## src/rtl/freq_meter.sv

```systemverilog
`timescale 1ns/1ps
// Ring-oscillator frequency meter: counts osc_in rising edges over a gate window.
// Define FREQ_METER_SATURATE_EN for a saturating counter with overflow flag.
module freq_meter #(
    parameter int GATE_LOG2 = 10,
    parameter int CNT_W     = 16
) (
    input  logic             clk,
    input  logic             rst_n,
    input  logic             osc_in,
    input  logic             start,
    input  logic             cont,
    output logic             busy,
    output logic             valid,
    output logic [CNT_W-1:0] result,
    output logic             ovf
);

    typedef enum logic [1:0] {
        IDLE,
        ARM,
        GATE,
        DONE
    } state_t;

    localparam logic [GATE_LOG2:0] TMR_TC = {1'b0, {GATE_LOG2{1'b1}}};

    state_t             r_state;
    state_t             w_state_nxt;
    logic               r_s1;
    logic               r_s2;
    logic               r_s3;
    logic               w_edge;
    logic [GATE_LOG2:0] r_tmr;
    logic               w_tc;
    logic [CNT_W-1:0]   r_cnt;
    logic [CNT_W-1:0]   w_cnt_nxt;
    logic [CNT_W-1:0]   r_result;

    // osc_in is asynchronous; s3 only exists to form the edge strobe
    always_ff @(posedge clk or negedge rst_n) begin
        if (!rst_n) begin
            r_s1 <= 1'b0;
            r_s2 <= 1'b0;
            r_s3 <= 1'b0;
        end else begin
            r_s1 <= osc_in;
            r_s2 <= r_s1;
            r_s3 <= r_s2;
        end
    end

    assign w_edge = r_s2 & ~r_s3;
    assign w_tc   = (r_tmr == TMR_TC);

    always_ff @(posedge clk or negedge rst_n) begin
        if (!rst_n) begin
            r_state <= IDLE;
        end else begin
            r_state <= w_state_nxt;
        end
    end

    always_comb begin
        w_state_nxt = r_state;
        busy        = 1'b0;
        valid       = 1'b0;
        unique case (r_state)
            IDLE: begin
                if (start) begin
                    w_state_nxt = ARM;
                end
            end
            ARM: begin
                busy        = 1'b1;
                w_state_nxt = GATE;
            end
            GATE: begin
                busy = 1'b1;
                if (w_tc) begin
                    w_state_nxt = DONE;
                end
            end
            DONE: begin
                busy        = 1'b1;
                valid       = 1'b1;
                w_state_nxt = cont ? ARM : IDLE;
            end
            default: begin
                w_state_nxt = IDLE;
            end
        endcase
    end

    always_comb begin
        w_cnt_nxt = r_cnt;
        if (r_state == GATE && w_edge) begin
`ifdef FREQ_METER_SATURATE_EN
            if (!(&r_cnt)) begin
                w_cnt_nxt = r_cnt + CNT_W'(1);
            end
`else
            w_cnt_nxt = r_cnt + CNT_W'(1);
`endif
        end
    end

    // result is captured on the last gate cycle so it is already new while valid is high
    always_ff @(posedge clk or negedge rst_n) begin
        if (!rst_n) begin
            r_cnt    <= '0;
            r_tmr    <= '0;
            r_result <= '0;
        end else begin
            case (r_state)
                ARM: begin
                    r_cnt <= '0;
                    r_tmr <= '0;
                end
                GATE: begin
                    r_cnt <= w_cnt_nxt;
                    r_tmr <= w_tc ? '0 : r_tmr + 1'b1;
                    if (w_tc) begin
                        r_result <= w_cnt_nxt;
                    end
                end
                default: begin
                end
            endcase
        end
    end

    assign result = r_result;

`ifdef FREQ_METER_SATURATE_EN
    logic r_ovf_int;
    logic w_ovf_nxt;
    logic r_ovf;

    always_comb begin
        w_ovf_nxt = r_ovf_int;
        if (r_state == GATE && w_edge && (&r_cnt)) begin
            w_ovf_nxt = 1'b1;
        end
    end

    always_ff @(posedge clk or negedge rst_n) begin
        if (!rst_n) begin
            r_ovf_int <= 1'b0;
            r_ovf     <= 1'b0;
        end else if (r_state == ARM) begin
            r_ovf_int <= 1'b0;
        end else if (r_state == GATE) begin
            r_ovf_int <= w_ovf_nxt;
            if (w_tc) begin
                r_ovf <= w_ovf_nxt;
            end
        end
    end

    assign ovf = r_ovf;
`else
    assign ovf = 1'b0;
`endif

endmodule

```

## config.mk

```make
export PLATFORM = sky130hd
export DESIGN_NAME = freq_meter
export DESIGN_NICKNAME = d
export VERILOG_FILES = /design/src/rtl/freq_meter.sv
export SDC_FILE = /design/constraint.sdc
export NUM_CORES = 1
export LEC_CHECK = 0
export CAP_MARGIN = 20
export CORE_MARGIN = 3
export CORE_UTILIZATION = 25
export DETAILED_ROUTE_END_ITERATION = 12
export PLACE_DENSITY = 0.54
export SLEW_MARGIN = 20
export SYNTH_ARGS = -nofsm -noshare
export SYNTH_HDL_FRONTEND = slang
export SYNTH_SLANG_ARGS = --single-unit
```

## constraint.sdc

```tcl
create_clock -name clk -period 2.3 [get_ports clk]
set_clock_uncertainty 0.2 [all_clocks]
set_input_delay 0.345 -clock clk [delete_from_list [all_inputs] [get_ports clk]]
set_output_delay 0.345 -clock clk [all_outputs]
set_load 0.02 [all_outputs]
```

# == Word-level counts from Yosys, hierarchy flattened ==
# Index checks and enable logic that the tools add are counted.
# totals
ff_bits,48
latch_bits,0
ram_bits,0
romBits,0
input_bits,5
output_inout_bits,19
wordCells,33
memories,0
# op_classes
n_addsub,2
mul,0
div,0
order_cmp,0
eq_ne,6
n_shift,0
mux,10
n_bitwise,2
n_reduce_logical,6
# op_table
op,count
16-bit one-hot mux with 2 select lines,1
11-bit one-hot mux with 2 select lines,1
"16-bit by 1-bit adder with 16-bit output, second input constant",1
16-bit 2-to-1 mux,1
"11-bit by 1-bit adder with 11-bit output, second input constant",1
"11-bit by 10-bit equality test with 1-bit output, second input constant",1
11-bit 2-to-1 mux,1
2-bit one-hot mux with 4 select lines,1
"2-bit equality test, second input constant",2
2-bit 2-to-1 mux,2
"2-bit inequality test, second input constant",2
2-bit AND reduction,2
1-bit 2-to-1 mux,3
3-bit OR reduction,1
"2-bit by 1-bit equality test with 1-bit output, second input constant",1
2-bit logical NOT,1
2-bit nonzero test,1
1-bit AND,1
1-bit logical AND,1
1-bit inverter,1

# == Depth between registers and ports, before layout ==
# Gate-level depths: netlist (run 1).
# depth
ltp_word,5
ltp_mapped,8
ltp_nobuf,6

# == Worst setup path after synthesis (run 1) ==
# Ideal clock, no wire load.
# synth_path
path_kind,reg-to-reg
from,reg r_state[0]
to,"reg r_result[15], in the netlist result[15]"
setup_ns,0.082
arrival_time_ns,2.094
required_time_ns,2.018
setup_slack_ns,-0.076
stages_incl_launch_ff,9
n_path_buf,2
period_less_slack_ns,2.376
cell_sequence,dfrtp_1 > inv_1 > ha_1 > buf_2 > nand4b_4 > or3_1 > buf_2 > or4_1 > a31oi_1
# synth_via
elab_chain_cells,3
word_cells_on_any_way,4
cone_classes,eq/ne: 1; mux: 1; reduce/logical: 2
# synth_rtl
element,line,rtl
start: declaration,28,state_t r_state;
start signal: assignment,60,r_state <= w_state_nxt;
2-bit equality test (*),"97, 115",
1-bit logical AND,97,if (r_state == GATE && w_edge) begin
16-bit 2-to-1 mux,97,
end signal: assignment,124,r_result <= w_cnt_nxt;
end: declaration,38,logic [CNT_W-1:0] r_result;
# Mark *: on every way between the ends. The rest lies on a longest branch, timed or not.
# A chain may end at the register's enable or synchronous reset.

# == Worst setup path in the final report (run 1) ==
# layout_path
from,reg r_state[0]
to,reg r_cnt[12]
# layout_via
elab_chain_cells,4
word_cells_on_any_way,6
cone_classes,eq/ne: 2; mux: 2; reduce/logical: 2
# layout_rtl
element,line,rtl
2-bit equality test,"97, 115",
1-bit logical AND,97,
16-bit 2-to-1 mux,97,
16-bit one-hot mux with 2 select lines,115,case (r_state)
end signal: assignment,121,r_cnt <= w_cnt_nxt;
end: declaration,36,logic [CNT_W-1:0] r_cnt;
# Several ways; a longest one is shown, not always the timed one.

==> results.py, run 1 <==
metrics = {
    "pwr": {
        "power.total_mw": 1.78,
        "switching_share": 0.252,
        "power_frac_clock": 0.363,
        "combPwrFrac": 0.115,
        "power.density_mw_per_mm2": 570,
        "p_int_mw": 1.33,
        "pwr-share-seq": 0.521,
        "p_leak_nw": 1.32,
        "vdd_drop_max_mv": 0.250,
        "power.switching_mw": 0.450,
    },
    "clock_tree": {
        "cts_made_buffers": 5,
        "post_cts_buffers": 0,
        "cts.sinks": 48,
        "cts_tree": "built",
        "cts-root-buf": "clkbuf_8",
        "clkTransAtPathRegs_ns": 0.09,
        "clk_path_buf_depth": 2,
        "cts.htree.levels": 2,
        "clk_latency_ns": 0.30,
    },
    "place": {
        "placedCellCount": 420,
        "placed_area_mm2": 0.00298,
        "dp_slack_ns": 0.0925,
        "io_buffers": 22,
        "post-dp-hpwl_mm": 4.09,
        "gp_congestion": 0.802,
    },
    "drt": {
        "wl_met2_mm": 2.57,
        "avgRoutedWirePerCell_um": 13.1,
        "num_vias": 1991,
        "maxUsedRoutingLayer": "met4",
        "drtIter0Drc": 65,
        "drc": 0,
        "wl_mm": 5.61,
        "first_pass_iters": 4,
        "met3WireLength_um": 257,
        "via_per_inst": 4.64,
        "ant_nets": 0,
        "wl_met1_mm": 2.69,
    },
    "die": {
        "rows": 36,
        "initial_core_util": 0.259,
        "die_w_um": 107,
        "placeableCoreArea_mm2": 0.00982,
        "die-height_um": 107,
        "die-area_mm2": 0.0114,
        "io_pins": 24,
    },
    "critical_path": {
        "required_ns": 2.34,
        "path_class": "register to register",
        "cp-start-kind": "register",
        "reg2reg_slack_ns": 0.13,
        "slowest_stage": "or3_1",
        "crit_chain": "inv_2, ha_2, nand4b_4, or3_1, or4_1, nand3_1",
        "worstPathArrival_ns": 2.22,
        "crit_path_end_kind": "register",
        "crit_fanout": 8,
        "critPathMaxStageDelay_ns": 0.50,
    },
    "timing": {
        "fin_crit_sh": 0.944,
        "slew_headroom": 0.654,
        "fin_setup_tns_ns": 0,
        "hold_slack_ns": 0.163,
        "fin_ws_ns": 0.129,
        "timing.fmax_mhz": 461,
        "min_period_ns": 2.17,
        "hold_violations": 0,
        "slew_violations": 0,
        "tightest_slew_ns": 0.519,
        "rsz0062_at_grt": "false",
        "setup_viol": 0,
    },
    "grt": {
        "overflow": 0,
        "grt_start_max_net_pins": 30,
        "track_usage": 0.103,
        "grt_pass1_wl_mm": 9.40,
        "first_global_vias": 1898,
        "antenna_found_initial": 0,
    },
    "yosys": {
        "synth_top_family_by_area": "simple AND/OR/NAND/NOR gates",
        "yosys_warnings": 0,
        "netlist_instances": 269,
        "synthXorXnorAreaFrac": 0.0482,
        "synth.net_count": 280,
        "synth_compound_area_frac": 0.155,
        "ys.flop_type": "dfrtp_1",
        "ys_async_sr_fraction": 1.00,
        "muxShareOfSynthArea": 0.0398,
        "synthDistinctLibCells": 48,
        "syn_area_mm2": 0.00255,
        "synth_seq_cells": 48,
        "seq_area_frac_synth": 0.472,
        "synth-edff-count": 0,
        "synth_area_per_cell_um2": 9.47,
        "synthSimpleGateAreaFrac": 0.207,
        "synth-adder-area-share": 0.0295,
    },
    "flow_run": {
        "drv_cap": 0,
    },
    "final_layout": {
        "synthToLayoutAreaGrowth_pct": 22.9,
        "finalInstanceArea_mm2": 0.00313,
        "finalNonFillerCells": 429,
        "fillers": 1094,
        "layout-drive-gt1-share": 0.132,
        "fin_nets": 306,
        "seqCellArea_mm2": 0.00120,
        "n_antenna_cell": 0,
        "multi_input_area_mm2": 0.00124,
        "post-route-util": 0.319,
    },
    "outcome": {
        "status": "finished clean",
    },
    "worst_hold_path": {
        "min_path_type": "register to register",
    },
}
worst paths after layout:
| kind | cells after the start | end | startpoint |
|---|---|---|---|
| max reg2reg | 6 | r_cnt[12]$_DFFE_PN0P_ | r_state[0]$_DFFE_PN0P_ |
| min reg2reg | 0 | r_s2$_DFF_PN0_ | r_s1$_DFF_PN0_ |
| max in group asynchronous | 3 | r_s3$_DFF_PN0_ | rst_n |
| min in group asynchronous | 2 | result[6]$_DFFE_PN0P_ | rst_n |
| max | 6 | r_cnt[12]$_DFFE_PN0P_ | r_state[0]$_DFFE_PN0P_ |
| min | 0 | r_s2$_DFF_PN0_ | r_s1$_DFF_PN0_ |
repair_timing:
action,CTS,global route
hold buffers,1,0
gates resized for setup,0,5
endpoints found under the hold margin,19,0
setup endpoints to repair,0,8
metal layers:
metal,global-route usage,up-vias
li1,-,1009
met3,0.0271,8
met1,0.140,936
met2,0.161,38
met5,0,-
met4,0.0301,0
sequential cells by signal, indices dropped and copies added, names as in the netlist:
| register | count |
|---|---|
| r_s1 | 1 |
| result | 16 |
| r_cnt | 16 |
| r_state | 2 |
| r_s3 | 1 |
| r_tmr | 11 |
| r_s2 | 1 |
kinds of logic after synthesis:
logic type	Yosys count
adder cells (fa/ha/maj)	6
AND/OR/NAND/NOR	100
XOR/XNOR	14
flip-flops	48
multiplexers	10
buffers and inverters	30
AO/OA/AOI/OAI	60
other	1
cells in the mapped netlist (all sizes together) (3+ instances only):
cell / instances / share of area
a21oi: 11 / 0.022
clkbuf: 15 / 0.022
or3: 6 / 0.015
xnor2: 7 / 0.024
nand3: 11 / 0.022
o31ai: 3 / 0.0088
and4: 3 / 0.010
o311ai: 4 / 0.014
nand4: 6 / 0.017
xor2: 7 / 0.024
dfrtp: 48 / 0.47
mux2i: 9 / 0.035
or4: 5 / 0.015
buf: 6 / 0.012
ha: 6 / 0.029
nand2: 31 / 0.046
a31oi: 6 / 0.015
inv: 9 / 0.013
and3: 4 / 0.010
o2bb2ai: 6 / 0.021
o211ai: 3 / 0.0088
nor3: 3 / 0.0059
nor2: 22 / 0.032
o21ai: 16 / 0.031
power by group through the flow:
stage	Combinational [mW]	Sequential, mW	Clock [mW]
global placement	0.203	0.947	0
finish	0.205	0.929	0.648
global route	0.237	0.938	0.709
detailed placement	0.206	0.944	0
floorplan	0.150	0.921	0
CTS	0.207	0.929	0.679
placed cells by master, fill, tap and decap left out, drive strengths merged, types with 3 or more instances in the layout:
cell type / count
buf: 18
inv: 9
a31oi: 6
nand4: 6
nand3: 11
o2bb2ai: 6
o211ai: 3
dfrtp: 48
clkdlybuf4s50: 20
xnor2: 7
o31ai: 3
nor3: 3
a21oi: 11
and4: 3
or4: 5
o21ai: 16
nor2: 22
mux2i: 9
or3: 6
ha: 6
clkbuf: 6
o311ai: 4
nand2: 31
xor2: 7
and3: 4
critical path, delay by kind of cell (launching register included):
family,cells,cell delay (ns)
and+or+nand+nor,4,1.21
adders and majority gates,1,0.21
buffers and inverters,1,0.08
DFF,1,0.40
cell type report:
cell class | instances | area share
multi-input combinational | 191 | 0.396
sequential | 48 | 0.384
timing repair buffer | 40 | 0.118
tap | 133 | 0.0532
clock buffer | 6 | 0.0264
clock inverter | 2 | 0.0124
inverter | 9 | 0.0108
Note: power is estimated with default switching activity, not from simulation.
==> inputs of run 2 (changes only) <==
--- a/config.mk
+++ b/config.mk
@@ -9,6 +9,7 @@
 export CORE_MARGIN = 3
 export CORE_UTILIZATION = 25
 export DETAILED_ROUTE_END_ITERATION = 12
+export MAX_ROUTING_LAYER = met4
 export PLACE_DENSITY = 0.54
 export SLEW_MARGIN = 20
 export SYNTH_ARGS = -nofsm -noshare
==> run 2 against run 1 <==
  * Utilization did not move
  * Fmax fell by 0.84%
  * Die area did not move
  * Register-to-register slack worse by 0.02 ns
  * Combinational power barely moved
  * Critical endpoint is now r_cnt[11]$_DFFE_PN0P_
  * Largest cell class unchanged
==> results.py, run 2 (synthesis results as in run 1) <==
metrics = {
    "outcome": {
        "status": "finished clean",
    },
    "critical_path": {
        "path_delay_family": "simple AND/OR/NAND/NOR gates",
        "cp-start-kind": "register",
        "slowest_stage": "or4b_2",
        "worstPathArrival_ns": 2.18,
        "crit_path_end_kind": "register",
        "crit_chain": "inv_2, ha_2, nand4b_4, or4b_2, o311ai_0",
        "required_ns": 2.29,
        "crit_buf_inv": 1,
        "crit_fanout": 5,
        "critPathMaxStageDelay_ns": 0.72,
        "path_class": "register to register",
    },
    "drt": {
        "first_pass_iters": 5,
        "drc": 0,
        "num_vias": 1990,
        "via_per_inst": 4.64,
        "avgRoutedWirePerCell_um": 13.1,
        "ant_nets": 0,
        "drtIter0Drc": 79,
        "wl_mm": 5.63,
    },
    "clock_tree": {
        "clkTransAtPathRegs_ns": 0.09,
        "cts-root-buf": "clkbuf_8",
        "clk_latency_ns": 0.31,
        "post_cts_buffers": 0,
        "cts_tree": "built",
        "cts_made_buffers": 5,
        "clk_path_buf_depth": 2,
        "cts.sinks": 48,
        "cts.htree.levels": 2,
    },
    "timing": {
        "timing.fmax_mhz": 457,
        "rsz0062_at_grt": "false",
        "hold_violations": 0,
        "fin_setup_tns_ns": 0,
        "min_period_ns": 2.19,
        "fin_crit_sh": 0.952,
        "slew_headroom": 0.651,
        "hold_slack_ns": 0.163,
        "setup_viol": 0,
        "tightest_slew_ns": 0.523,
        "slew_violations": 0,
    },
    "die": {
        "die_w_um": 107,
        "io_pins": 24,
        "initial_core_util": 0.259,
        "placeableCoreArea_mm2": 0.00982,
        "die-area_mm2": 0.0114,
        "die-height_um": 107,
        "rows": 36,
    },
    "grt": {
        "antenna_found_initial": 0,
        "grt_start_max_net_pins": 30,
        "track_usage": 0.106,
        "overflow": 0,
        "first_global_vias": 1897,
        "grt_pass1_wl_mm": 9.41,
    },
    "final_layout": {
        "fillers": 1094,
        "n_antenna_cell": 0,
        "final_cell_mix": "dfrtp_1 (48), nand2_1 (31), nor2_1 (22)",
        "final_common_cell": "dfrtp_1",
        "layout-drive-gt1-share": 0.132,
        "fin_nets": 306,
        "synthToLayoutAreaGrowth_pct": 22.9,
    },
    "pwr": {
        "vdd_drop_max_mv": 0.250,
        "power.total_mw": 1.79,
        "power.density_mw_per_mm2": 571,
        "p_leak_nw": 1.32,
    },
    "place": {
        "gp_congestion": 0.813,
        "post-dp-hpwl_mm": 4.09,
        "io_buffers": 22,
    },
    "worst_hold_path": {
        "min_path_type": "register to register",
    },
    "flow_run": {
        "drv_cap": 0,
    },
}
## run 2: cell counts in the layout (fill, tap and decap cells not counted)
Identical to the previous run, type by type.
## run 2: worst paths after layout
check	depth (start not counted)	slack (ns)	endpoint	start
worst max-delay path	5	0.11	r_cnt[11]$_DFFE_PN0P_	r_state[0]$_DFFE_PN0P_
worst min-delay path	0	0.16	r_s2$_DFF_PN0_	r_s1$_DFF_PN0_
worst max register to register	5	0.11	r_cnt[11]$_DFFE_PN0P_	r_state[0]$_DFFE_PN0P_
worst min register to register	0	0.16	r_s2$_DFF_PN0_	r_s1$_DFF_PN0_
max in group asynchronous	3	1.03	r_s3$_DFF_PN0_	rst_n
min in group asynchronous	2	0.34	r_cnt[11]$_DFFE_PN0P_	rst_n
## run 2: routing by layer
metal  wire length, um  global-route usage  up-vias
met3               250              0.0265        9
met2              2570               0.161       36
li1                  -                   -     1009
met1              2720               0.142      936
met4                89              0.0301        0
met5                 0                   -        -
## run 2: cell type report
cell class,instances,area [um^2],share of cell area
Sequential cell,48,1200,0.384
Clock buffer,6,82.6,0.0264
Tap cell,133,166,0.0532
Clock inverter,2,38.8,0.0124
Multi-Input combinational cell,191,1240,0.396
Inverter,9,33.8,0.0108
Timing Repair Buffer,40,368,0.118
## run 2: timing repair
| action | in CTS | in global routing |
|---|---|---|
| endpoints found under the setup margin | 0 | 10 |
| resized for setup | 0 | 5 |
| hold endpoints to repair | 19 | 0 |
| hold buffers | 1 | 0 |
## run 2: power by group
| part | switching, mW | leakage, nW | internal, mW |
|---|---|---|---|
| combinational | 0.106 | 0.627 | 0.0991 |
| sequential | 0.0515 | 0.636 | 0.878 |
| clock | 0.297 | 0.0614 | 0.356 |
## run 2: stage by stage
step	util	cell area (um^2)	instances	setup slack [ns]
after floorplan	-	2560	269	0.0260
after global placement	0.304	2980	420	0.143
after detailed placement	0.304	2980	420	0.0925
after CTS	0.317	3110	429	0.0653
after global routing	0.319	3130	429	0.00991
final	0.319	3130	429	0.111
==> inputs of run 3 (changes only) <==
--- a/config.mk
+++ b/config.mk
@@ -9,7 +9,6 @@
 export CORE_MARGIN = 3
 export CORE_UTILIZATION = 25
 export DETAILED_ROUTE_END_ITERATION = 12
-export MAX_ROUTING_LAYER = met4
 export PLACE_DENSITY = 0.54
 export SLEW_MARGIN = 20
 export SYNTH_ARGS = -nofsm -noshare
==> results of run 3 <==
Same layout as run 1: the final DEF is identical, and so are final timing and power.
